[src/rtl/id_ex_stage.sv]
// rtl/id_ex_stage.sv - ID/EX pipeline register with MEM/WB operand forwarding and bubble counter
module id_ex_stage #(
    parameter int CNT_W = 16
) (
    input  logic             clk,
    input  logic             rst_n,
    input  logic             hold,
    input  logic             flush,
    input  logic             id_valid,
    input  logic [31:0]      id_rs_data,
    input  logic [31:0]      id_rt_data,
    input  logic [31:0]      id_imm,
    input  logic [4:0]       id_rs,
    input  logic [4:0]       id_rt,
    input  logic [4:0]       id_rd,
    input  logic [8:0]       id_ctrl,
    input  logic [4:0]       mem_fwd_addr,
    input  logic [31:0]      mem_fwd_data,
    input  logic [4:0]       wb_fwd_addr,
    input  logic [31:0]      wb_fwd_data,
    output logic [31:0]      alu_a,
    output logic [31:0]      alu_b,
    output logic [2:0]       alu_control,
    output logic [31:0]      ex_store_data,
    output logic [4:0]       ex_write_reg,
    output logic [2:0]       ex_ctrl,
    output logic             ex_valid,
    output logic [CNT_W-1:0] bubble_cnt
);

    logic        valid_q;
    logic [31:0] rs_data_q;
    logic [31:0] rt_data_q;
    logic [31:0] imm_q;
    logic [4:0]  rs_q;
    logic [4:0]  rt_q;
    logic [4:0]  rd_q;
    logic [8:0]  ctrl_q;
    logic [31:0] rs_res;
    logic [31:0] rt_res;

    // Flush wins over hold; an empty ID slot also becomes a bubble but is not counted.
    always_ff @(posedge clk or negedge rst_n) begin
        if (!rst_n) begin
            valid_q   <= 1'b0;
            rs_data_q <= '0;
            rt_data_q <= '0;
            imm_q     <= '0;
            rs_q      <= '0;
            rt_q      <= '0;
            rd_q      <= '0;
            ctrl_q    <= '0;
        end else if (flush || (!hold && !id_valid)) begin
            valid_q   <= 1'b0;
            rs_data_q <= '0;
            rt_data_q <= '0;
            imm_q     <= '0;
            rs_q      <= '0;
            rt_q      <= '0;
            rd_q      <= '0;
            ctrl_q    <= '0;
        end else if (!hold) begin
            valid_q   <= 1'b1;
            rs_data_q <= id_rs_data;
            rt_data_q <= id_rt_data;
            imm_q     <= id_imm;
            rs_q      <= id_rs;
            rt_q      <= id_rt;
            rd_q      <= id_rd;
            ctrl_q    <= id_ctrl;
        end
    end

    always_ff @(posedge clk or negedge rst_n) begin
        if (!rst_n) begin
            bubble_cnt <= '0;
        end else if (flush && (bubble_cnt != {CNT_W{1'b1}})) begin
            bubble_cnt <= bubble_cnt + CNT_W'(1);
        end
    end

    // Forwarding stays live while held; register 0 is never forwarded.
    always_comb begin
        rs_res = rs_data_q;
        if ((rs_q != 5'd0) && (rs_q == mem_fwd_addr)) begin
            rs_res = mem_fwd_data;
        end else if ((rs_q != 5'd0) && (rs_q == wb_fwd_addr)) begin
            rs_res = wb_fwd_data;
        end
        rt_res = rt_data_q;
        if ((rt_q != 5'd0) && (rt_q == mem_fwd_addr)) begin
            rt_res = mem_fwd_data;
        end else if ((rt_q != 5'd0) && (rt_q == wb_fwd_addr)) begin
            rt_res = wb_fwd_data;
        end
    end

    always_comb begin
        ex_write_reg = 5'd0;
        ex_ctrl      = ctrl_q[2:0];
        case (ctrl_q[4:3])
            2'b00:   ex_write_reg = rt_q;
            2'b01:   ex_write_reg = rd_q;
            2'b10:   ex_write_reg = 5'd31;
            default: begin
                ex_write_reg = 5'd0;
                ex_ctrl[2]   = 1'b0;
            end
        endcase
    end

    assign alu_a         = rs_res;
    assign alu_b         = ctrl_q[5] ? imm_q : rt_res;
    assign alu_control   = ctrl_q[8:6];
    assign ex_store_data = rt_res;
    assign ex_valid      = valid_q;

endmodule

[config.mk]
export PLATFORM = sky130hd
export DESIGN_NAME = id_ex_stage
export DESIGN_NICKNAME = d
export VERILOG_FILES = /design/src/rtl/id_ex_stage.sv
export SDC_FILE = /design/constraint.sdc
export NUM_CORES = 1
export LEC_CHECK = 0
export CAP_MARGIN = 30
export CORE_UTILIZATION = 47
export CTS_CLUSTER_DIAMETER = 120
export DETAILED_ROUTE_END_ITERATION = 8
export PLACE_DENSITY = 0.85
export SLEW_MARGIN = 10
export SYNTH_ARGS = -nofsm -noshare
export SYNTH_HDL_FRONTEND = slang
export SYNTH_SLANG_ARGS = --single-unit
[constraint.sdc]
create_clock -name clk -period 2.75 [get_ports clk]
set_input_delay 0.4125 -clock clk [delete_from_list [all_inputs] [get_ports clk]]
set_output_delay 0.4125 -clock clk [all_outputs]
set_load 0.02 [all_outputs]
==> metrics.csv, run 1 <==
stage,metric,value,unit
floorplan,rows,46,
synth,syn_area,0.00769,mm2
sta,finalHoldViolations,0,
route,routed-via-count,8864,
synth,synth_ff_type,dfrtp_1,
floorplan,start_util,48.3,%
synth,ys_types,38,
pwr,switching_share,30.6,%
pwr,power_frac_seq,37.7,%
clocking,numCtsBuffers,17,
layout,final_area,0.0130,mm2
pwr,p_int,4.21,mW
sta,relSlewSlack,51.9,%
run_status,outcome,finished with violations,
setup_path,r2r-start,bubble_cnt[0],
hold_path,hp-class,in2async,
clocking,path_clk_slew,0.06,ns
pwr,power_leakage,5.77,nW
clocking,max-clock-path-buffers,2,
sta,period_share,104,%
route,ant_nets,0,
synth,synth_most_common_cell,dfrtp_1,
sta,postLayoutSetupSlackWorst,-0.109,ns
synth,synth_common_cells,"137 x dfrtp_1, 120 x a22o_1, 101 x a21oi_1, 78 x nand2_1, 63 x clkbuf_1",
pwr,pwr-share-clk,36.5,%
floorplan,dieArea,0.0169,mm2
setup_path,crit_type,reg2out,
sta,period_minus_slack,2.86,ns
sta,fmax,0.350,GHz
global_route,grt_overflow,0,
place,io_buffers,322,
synth,syn_area_per_cell,9.26,um2
floorplan,die_w,130,um
clocking,cts_tree,done,
sta,fin_skew,0.00248,ns
floorplan,fp.coreArea,0.0159,mm2
pwr,p_sw,1.85,mW
route,dr.first_iter.drc_count,879,
run,max_cap_viol_count,0,
sta,finalSetupTns,-1.34,ns
setup_path,cp.required,2.34,ns
route,via_per_inst,6.26,
layout,syn_to_final_growth,68.5,%
pwr,irDropWorstVdd,0.637,mV
sta,slew_viol_final,0,
place,dp_hpwl,20500,um
layout,drive_gt1_share,26.4,%
synth,synth.area.top_cells,"dfrtp_1 45%, a22o_1 14%, a21oi_1 6.6%, mux2i_1 4.2%, nand2_1 3.8%",
synth,synthArstFlopShare,100,%
pwr,report.power.total,6.06,mW
floorplan,die_h,130,um
synth,ys_seq_area_share,44.6,%
setup_path,cp.arrival,2.45,ns
route,dr.pass1.iters,7,
floorplan,ioPinCount,323,
setup_path,startpoint_type,register,
route,drc,0,
route,wire_per_inst,23.8,um
clocking,root_buffer,clkbuf_16,
pwr,combPwrFrac,25.8,%
sta,rsz0062_at_grt,true,
place,detailedPlace.worstSlack,-0.615,ns
synth,synth_top_area_share,44.6,%
layout,post-route-util,81.3,%
pwr,power_per_cell_area,468,mW/mm2
clocking,htreeDepth,4,
synth,synth_warnings,0,
global_route,grt_max_degree,63,
clocking,clock-sinks,137,
global_route,grt_pass1_vias,8210,
clocking,clk_latency,0.42,ns
global_route,grt_usage,35.3,%
place,globalplace.congestion,0.977,
synth,yosysTopAreaCell,dfrtp_1,
setup_path,crit_path_start,rt_q[4],
global_route,grt_antenna_before_repair,1,
global_route,grt_pass1_wl,44900,um
layout,nets,1384,
place,placedInstanceArea,0.0116,mm2
setup_path,end_kind,output port,
sta,worst_pin_slew,0.721,ns
sta,setup_violations,34,
setup_path,cp_max_fo,8,
synth,yosys_register_bits,137,
synth,syn-num-nets,1031,
synth,synth-edff-count,0,
route,drt_wl_total,33600,um
run_status,violations,negative setup slack,
synth,synth_cells,831,
worst paths after layout:
path	endpoint	slack [ns]	cells after the start
max	alu_b[3]	-0.11	9
min reg2reg	imm_q[12]	0.50	1
min	imm_q[16]	0.50	2
max reg2reg	bubble_cnt[1]	0.83	5
min in group clk	imm_q[12]	0.50	1
max in group asynchronous	ctrl_q[5]	1.44	3
placed cells by master, fill, tap and decap left out, types with 3 or more instances in the layout:
cell type / count
clkdlybuf4s50_1: 220
dfrtp_1: 132
a22o_1: 120
buf_4: 110
nand2_1: 77
a21oi_1: 76
o21ai_1: 48
nor2_1: 45
and3_1: 35
nand2b_1: 34
clkbuf_16: 27
mux2i_1: 26
a21oi_2: 24
buf_2: 23
buf_12: 22
o31ai_4: 19
buf_6: 19
xor2_1: 13
o21ai_0: 11
o21ai_2: 10
xnor2_1: 9
o31ai_2: 8
nand3_1: 7
mux2i_2: 6
xnor2_2: 5
o31ai_1: 5
xor2_2: 4
nand4_1: 4
clkinv_4: 4
dlymetal6s2s_1: 4
dfrtp_2: 4
diode_2: 3
nor3_1: 3
clkinvlp_4: 3
stage by stage:
step / cells / hold WS [ns]
3_3_place_gp: 1353 / 0.390
2_1_floorplan: 831 / 0.117
5_1_grt: 1413 / 0.506
4_1_cts: 1388 / 0.499
3_5_place_dp: 1353 / 0.387
6_report: 1415 / 0.498
critical path: stages (launching register included):
cell	delay (ns)
dfrtp_2	0.46
xor2_2	0.19
nor3_4	0.27
nand3b_1	0.13
buf_6	0.15
buf_12	0.14
buf_12	0.15
o31ai_4	0.31
a21oi_2	0.06
buf_6	0.14
cell type report:
class	instances	area (um2)
Antenna cell	3	7.51
Clock buffer	21	460
Clock inverter	10	97.6
Fill cell	951	2980
Inverter	1	3.75
Multi-Input combinational cell	616	4550
Sequential cell	137	3440
Tap cell	216	270
Timing Repair Buffer	411	4140
power groups by stage:
stage                     clock (mW)  combinational, mW  sequential [mW]
after floorplan                    0              0.553             2.33
after global placement             0               1.42             2.30
after detailed placement           0               1.45             2.30
after CTS                       2.21               1.40             2.27
after global routing            2.31               1.65             2.30
final                           2.21               1.56             2.29
sequential cells by signal (all words and copies together), names as in the netlist:
signal and cells:
ex_valid 1, ctrl_q 9, rs_q 5, bubble_cnt 16, imm_q 32, rt_q 5, rd_q 5, rt_data_q 32
rs_data_q 32
timing repair:
item	in CTS	in global routing
gates cloned	1	14
endpoints found under the setup margin	96	95
setup buffers	2	11
endpoints found under the hold margin	48	0
hold buffers	1	0
gates resized for setup	409	214
pin swaps	13	34
routing by layer:
metal | GRT usage [%] | wire length [um] | part of all wire (%)
met4 | 17.1 | 1940 | 5.8
met5 | 0 | 0 | 0
met1 | 42.4 | 12500 | 37
met2 | 59.1 | 15800 | 47
met3 | 9.06 | 3410 | 10
cells by family (layout without fill, tap and decap cells):
kind of cell | after synthesis | in the layout | synth area share, %
xor+xnor | 31 | 31 | 3.53
buf+inv | 79 | 443 | 4.46
flops | 137 | 137 | 44.6
mux | 34 | 34 | 4.50
compound gates | 326 | 326 | 28.3
simple gates | 223 | 224 | 14.5
other cells | 0 | 3 | 0
fa+ha+maj | 1 | 1 | 0.163
No activity file was read; power rests on OpenSTA's default activity.
==> run 2, diff against run 1 <==
--- a/config.mk
+++ b/config.mk
@@ -6,10 +6,10 @@
 export NUM_CORES = 1
 export LEC_CHECK = 0
 export CAP_MARGIN = 30
-export CORE_UTILIZATION = 47
+export CORE_UTILIZATION = 25
 export CTS_CLUSTER_DIAMETER = 120
 export DETAILED_ROUTE_END_ITERATION = 8
-export PLACE_DENSITY = 0.85
+export PLACE_DENSITY = 0.5
 export SLEW_MARGIN = 10
 export SYNTH_ARGS = -nofsm -noshare
 export SYNTH_HDL_FRONTEND = slang
==> run 2 against run 1 <==
The flow still finishes with violations (negative setup slack). Clock skew increased by 0.0059 ns. Setup slack gained 0.042 ns. Power grew 4.6%. Via count is 8.2% lower. Routed wire length grew 4.8%. Critical path depth unchanged. Critical endpoint is now alu_a[13]. Largest power group is now the clock network.
==> metrics.csv, run 2 (synthesized netlist as in run 1, its figures left out) <==
stage,metric,value,unit
sta,finalHoldViolations,0,
pwr,report.power.total,6.34,mW
global_route,grt_overflow,0,
layout,reg_top3,"imm_q (32), rs_data_q (32), rt_data_q (32)",
setup_path,end_kind,output port,
route,drc,0,
global_route,grt_pass1_vias,8079,
sta,fin_skew,0.00835,ns
route,wire_per_inst,22.1,um
route,ant_nets,0,
pwr,irDropWorstVdd,0.447,mV
global_route,grt_antenna_before_repair,3,
setup_path,critPathTopFamily,buffers and inverters,
clocking,path_clk_slew,0.06,ns
floorplan,die_w,177,um
setup_path,crit_slowest_cell,dfrtp_1,
setup_path,r2r_setup_slack,0.82,ns
clocking,clock-sinks,137,
floorplan,dieArea,0.0315,mm2
place,placedInstanceArea,0.0118,mm2
layout,syn_to_final_growth,79.0,%
route,routed-via-count,8140,
layout,insertedDiodeCount,0,
setup_path,crit_path_frequent_cell,buf_4,
layout,final_cell_mix,"218 x clkdlybuf4s50_1, 132 x dfrtp_1, 120 x a22o_1",
setup_path,startpoint_type,register,
pwr,power_per_cell_area,460,mW/mm2
clocking,root_buffer,clkbuf_16,
floorplan,die_h,177,um
layout,final_area,0.0138,mm2
place,io_buffers,322,
floorplan,start_util,25.7,%
hold_path,hp-class,in2async,
route,dr.first_iter.drc_count,546,
layout,multi_input_area,0.00486,mm2
place,globalplace.congestion,0.868,
sta,relSlewSlack,68.2,%
sta,worst_pin_slew,0.477,ns
sta,rsz0062_at_grt,true,
sta,period_minus_slack,2.82,ns
setup_path,max_stage_delay,0.38,ns
layout,final_common_cell,clkdlybuf4s50_1,
sta,slew_viol_final,0,
clocking,numCtsBuffers,17,
run,max_cap_viol_count,0,
layout,nets,1394,
sta,fmax,0.355,GHz
setup_path,critPathBufInv,4,
run_status,outcome,finished with violations,
route,drt_wl_total,35200,um
layout,regArea,0.00344,mm2
global_route,grt_usage,20.6,%
clocking,htreeDepth,4,
clocking,clk_latency,0.43,ns
run_status,violations,negative setup slack,
route,dr.pass1.iters,5,
route,via_per_inst,5.10,
floorplan,rows,63,
setup_path,cp_max_fo,8,
place,dp_hpwl,23400,um
layout,fillers,2875,
clocking,cts_tree,done,
sta,setup_violations,19,
floorplan,fp.coreArea,0.0300,mm2
layout,drive_gt1_share,33.2,%
global_route,grt_max_degree,61,
pwr,power_leakage,5.93,nW
global_route,grt_pass1_wl,48800,um
sta,period_share,102,%
setup_path,crit_type,reg2out,
layout,post-route-util,46.0,%
clocking,max-clock-path-buffers,2,
setup_path,cp.arrival,2.40,ns
sta,postLayoutSetupSlackWorst,-0.0669,ns
floorplan,ioPinCount,323,
setup_path,crit_chain,"buf_4, xnor2_2, nand3_2, nor4_4, buf_6, buf_12, mux2i_1, o21ai_2, buf_4",
setup_path,cp.required,2.34,ns
-- run 2: cell count changes in the layout (fill, tap and decap cells not counted), moves of 5 or more --
| cell | change |
|---|---|
| nand2_1 | -6 |
| inv_6 | +5 |
| o31ai_2 | +8 |
| a21oi_1 | -32 |
| nand2_2 | +5 |
| o21ai_4 | +7 |
| o21ai_1 | -23 |
| buf_6 | +27 |
| buf_2 | -17 |
| o21ai_2 | +17 |
| a21oi_2 | +28 |
-- run 2: power by group --
group	internal [mW]	switching, mW
Clock	1.41	1.01
Sequential	2.13	0.138
Combinational	0.841	0.805
Total	4.39	1.95
-- run 2: worst paths after layout --
check | startpoint | end | depth (start not counted)
setup / recovery | rs_q[2] | alu_a[13] | 9
hold / removal | rst_n | rs_data_q[19] | 2
setup reg to reg | bubble_cnt[1] | bubble_cnt[1] | 5
hold reg to reg | imm_q[28] | imm_q[28] | 1
max in group asynchronous | rst_n | imm_q[12] | 3
min in group clk | imm_q[28] | imm_q[28] | 1
-- run 2: repair_timing --
item                                   4_1_cts  5_1_grt
resized for setup                          439      307
endpoints found under the hold margin       42        0
setup endpoints to repair                   95       92
hold buffers                                 1        0
cloned                                       1       13
setup buffers                                6       16
pin swaps                                   14       61
-- run 2: cell type report --
type	instances	area share (%)
flip-flops and latches	137	25.0
well taps	390	3.54
multi-input cells	615	35.3
inverters	1	0.0273
clock inverters	13	1.14
clock buffers	19	3.29
repair buffers	422	31.7
-- run 2: through the flow --
stage,instances,setup TNS [ns],setup slack [ns],hold slack [ns]
global placement,1529,-38.87,-0.532,0.393
floorplan,831,0,0.481,0.117
global route,1597,-6.45,-0.173,0.507
finish,1597,-0.399,-0.0669,0.493
CTS,1569,-1.05,-0.130,0.498
detailed placement,1529,-38.67,-0.528,0.390
-- run 2: metal layers --
| layer | track usage, % | up-vias | routed length, um |
|---|---|---|---|
| li1 | - | 3781 | - |
| met1 | 26.6 | 3990 | 15300 |
| met2 | 33.6 | 329 | 16700 |
| met3 | 5.83 | 36 | 2670 |
| met4 | 5.16 | 4 | 520 |
| met5 | 0 | - | 27 |
-- run 2: worst register-to-register path: cells and delay by family (launching register included) --
family,cells,cell delay (ns)
and+or+nand+nor,2,0.63
DFF,1,0.42
muxes,1,0.29
adders and majority gates,1,0.24
AOI/OAI and AO/OA,1,0.23
==> run 3, diff against run 2 <==
--- a/config.mk
+++ b/config.mk
@@ -9,6 +9,7 @@
 export CORE_UTILIZATION = 25
 export CTS_CLUSTER_DIAMETER = 120
 export DETAILED_ROUTE_END_ITERATION = 8
+export HOLD_SLACK_MARGIN = 0.02
 export PLACE_DENSITY = 0.5
 export SLEW_MARGIN = 10
 export SYNTH_ARGS = -nofsm -noshare
==> results of run 3 <==
Final layout, timing and power as in run 2 (identical DEF).
==> variant 1, RTL diff (config.mk and constraints of run 3) <==
Register the input `id_ctrl` before use, without a reset. The logic sees it one clock later. The other inputs are not delayed to match.
--- a/src/rtl/id_ex_stage.sv
+++ b/src/rtl/id_ex_stage.sv
@@ -27,6 +27,12 @@
     output logic             ex_valid,
     output logic [CNT_W-1:0] bubble_cnt
 );
+
+    logic [8:0] id_ctrl_q;
+
+    always_ff @(posedge clk) begin
+        id_ctrl_q <= id_ctrl;
+    end
 
     logic        valid_q;
     logic [31:0] rs_data_q;
@@ -67,7 +73,7 @@
             rs_q      <= id_rs;
             rt_q      <= id_rt;
             rd_q      <= id_rd;
-            ctrl_q    <= id_ctrl;
+            ctrl_q    <= id_ctrl_q;
         end
     end
 
Check against the original RTL: not equivalent (a bounded check fails within 4 cycles, from zero or initial values and one cycle with rst_n low).
==> variant 1 against run 3 <==
  * The run ends with DRC, setup timing left
  * Critical path type unchanged
  * Synthesized area grew 2.6%
  * Hold slack worse by 0.072 ns
  * Cell area fell by 0.41%
  * Via count increased by 0.47%
  * Routed wire length is essentially flat
  * Core utilization shrank 1.5 points
  * Cell count grew 0.56%
  * Setup slack gained 0.049 ns
  * Synthesized cell count increased by 0.24%
  * Total power up 1.8%
  * Combinational power is 5% lower
  * Sequential cell count up 9
  * Sequential share of layout area rose by 1.4 points
==> variant 1: results (changes against run 3) <==
Leak Pwr: 0.005937 uW (+0.13%)
Pwr Density: 470.5 nW/um^2 (+2.2%)
crit-path max FO: 7 (-1)
Slew headroom: 61.38% (-6.8 points)
R2R Setup Slk: 0.70 ns (-0.12 ns)
Gates resized, CTS repair: 424 (-3.4%)
synthesized-area fraction occupied by adder cells: 0.1585% (-0.0041 points)
drt wl/cell: 21.94 um (-0.55%)
Post-CTS Setup Repair Bufs: 17 (+11)
largest net degree at the start of global routing: 67 (+9.8%)
Crit-path slowest cell: or4_4
peak supply drop: 0.4934 mV (+10%)
Async SR Flop Fraction: 93.84% (-6.2 points)
Tot Pwr: 6453 uW (+1.8%)
number of synthesized register bits: 146 (+6.6%)
Commonest cells post-synth: dfrtp_1, a22o_1, a21oi_1
top cells by area, synth: dfrtp_1, a22o_1, a21oi_1
met3 global-route usage: 4.761% (-1.1 points)
worst setup margin: -0.01771 ns (+0.04922 ns)
mux cell area share after synthesis: 4.469% (-0.036 points)
Seq/Total Area, Yosys: 45.71% (+1.1 points)
#MultiIn Comb: 611 (-0.65%)
Setup crit end: alu_a[25]
TNS Setup: -0.03778 ns (+0.3617 ns)
Clock Power Share: 38.6% (+0.4 points)
met1 Use GR: 27.04% (+0.39 points)
met1 wire length: 15730 um (+3.0%)
Critical Path Max Stage Delay: 0.54 ns (+0.16 ns)
status: complete, but fails checks
DRC Markers: 20 (+20)
clock-cell share of area: 4.415% (-0.018 points)
# setup viols final: 3 (-16)
syn_nets: 1033 (+0.19%)
area grow syn2layout: 73.74%
failing checks: DRC, setup timing
variant 1: cell count changes in the layout (fill, tap and decap cells not counted), moves of 7 or more:
| cell | change |
|---|---|
| o21ai_2 | +13 |
| dfxtp_1 | +9 |
| nand2_2 | +7 |
| o31ai_4 | -14 |
| buf_12 | +7 |
| a21oi_2 | -20 |
| o31ai_1 | +15 |
| and3_4 | +9 |
| a21oi_1 | +15 |
| nand2_1 | -12 |
| buf_4 | -17 |
| buf_2 | +10 |
| o21ai_4 | -7 |
variant 1: worst min path at each step:
stage / endpoint / slack, ns / cells after the start
final: id_ctrl_q[6] / 0.42 / 1
after global routing: id_ctrl_q[1] / 0.42 / 1
after CTS: id_ctrl_q[6] / 0.40 / 1
after detailed placement: imm_q[15] / 0.44 / 1
after global placement: ctrl_q[3] / 0.43 / 1
after floorplan: bubble_cnt[0] / 0.12 / 0
==> variant 2, RTL diff (flow settings as in run 3) <==
Made on the original files. `CNT_W`: 16 -> 32.
--- a/src/rtl/id_ex_stage.sv
+++ b/src/rtl/id_ex_stage.sv
@@ -1,6 +1,6 @@
 // rtl/id_ex_stage.sv - ID/EX pipeline register with MEM/WB operand forwarding and bubble counter
 module id_ex_stage #(
-    parameter int CNT_W = 16
+    parameter int CNT_W = 32
 ) (
     input  logic             clk,
     input  logic             rst_n,
Ports: changed (resized bubble_cnt); port bits go from 323 to 339. No check against the original RTL was run, so the function may have changed too.
==> variant 2 against run 3 <==
  * The flow still finishes with violations (setup timing)
  * Synthesized area up 12%
  * Routed wire length up 8.0%
  * Setup slack worse by 0.26 ns
  * Combinational power up 8%
  * Sequential cell count up 16
  * Hold slack better by 0.0030 ns
  * Total power up 2.9%
  * Cell area up 13%
  * Clock skew up 0.0035 ns
==> variant 2: results (changes against run 3) <==
Leak Pwr: 0.006490 uW (+9.5%)
worst min path class: reg2reg
P_int: 4530 uW (+3.2%)
vias in the first global route: 8721 (+7.9%)
gr usage total: 21.50% (+0.89 points)
syn_nets: 988 (-4.2%)
largest net degree at the start of global routing: 81 (+33%)
skew final: 0.01185 ns (+0.003499 ns)
worst setup margin: -0.3312 ns (-0.2643 ns)
Clock Power: 2240 uW (-7%)
Clock Latency Late Sink: 0.45 ns (+0.02 ns)
Crit path max-delay family: simple AND/OR/NAND/NOR gates
status: complete, but fails checks
Commonest cells post-synth: dfrtp_1, a22o_1, o21ai_1
failing checks: setup timing
DR vias/cell: 4.975 (-2.4%)
area fraction of the dominant cell type after synthesis: 44.51% (-0.051 points)
drt first pass iters: 4 (-1)
share of cells above drive strength 1: 38.57% (+5.3 points)
peak supply drop: 0.4383 mV (-1.8%)
post-detail-place hpwl: 26390 um (+13%)
Initial DRC Count: 435 (-20%)
input/output buffers: 338 (+5.0%)
drt wl/cell: 22.39 um (+1.5%)
Post-Place Cells: 1615 (+5.6%)
Post-CTS Setup Repair Bufs: 34 (+28)
crit path DAT: 2.67 ns (+0.27 ns)
first-pass GRT wire length: 56460 um (+16%)
Power Sequential: 2500 uW (+10%)
RD Place Congestion: 0.8472 (-2.4%)
# setup viols final: 91 (+72)
Seq/Total Area, Yosys: 44.51% (-0.051 points)
via count: 8457 (+3.9%)
[variant 2: path summary, 6_finish.rpt]
check	cells past startpoint	slack [ns]	from	endpoint
min in group asynchronous	2	0.52	rst_n	imm_q[14]
hold / removal	1	0.50	ctrl_q[2]	ctrl_q[2]
max in group asynchronous	3	1.37	rst_n	rt_q[4]
setup reg to reg	6	0.54	bubble_cnt[0]	bubble_cnt[28]
setup / recovery	8	-0.33	rt_q[1]	alu_b[4]
hold reg to reg	1	0.50	ctrl_q[2]	ctrl_q[2]
[variant 2: routing by layer]
metal / vias to the layer above / global-route usage (%) / share of wire [%]
li1: 3883 / - / -
met1: 4205 / 26.40 / 41
met2: 312 / 35.56 / 48
met3: 51 / 6.663 / 7.8
met4: 6 / 7.411 / 2.6
met5: - / 0 / 0.13
[variant 2: metrics by stage]
| step | setup WS [ns] | setup TNS, ns | area (sq um) |
|---|---|---|---|
| global route | -0.4286 | -23.73 | 15530 |
| finish | -0.3312 | -16.57 | 15540 |
| global placement | -0.7027 | -45.08 | 13270 |
| floorplan | 0.2310 | 0 | 8602 |
| CTS | -0.4044 | -23.55 | 15080 |
| detailed placement | -0.6996 | -46.30 | 13270 |
[variant 2: area by class of cell]
type / count / area [sq um]
diodes: 5 / 12.51
clock buffers: 21 / 440.4
clock inverters: 11 / 100.1
fillers: 3074 / 18160
inverters: 7 / 26.28
multi-input cells: 553 / 5291
flip-flops and latches: 153 / 3831
well taps: 448 / 560.5
repair buffers: 502 / 5275
[variant 2: logic make-up (layout without fill, tap and decap cells)]
family	count (synthesis)	after routing	share of synthesized area, %
AOI/OAI and AO/OA	234	234	24.23
and+or+nand+nor	204	204	12.33
DFF	153	153	44.51
buffers and inverters	82	541	4.902
muxes	64	64	8.786
xor gates and xnor gates	50	50	5.091
adders and majority gates	1	1	0.1454
other	0	5	0
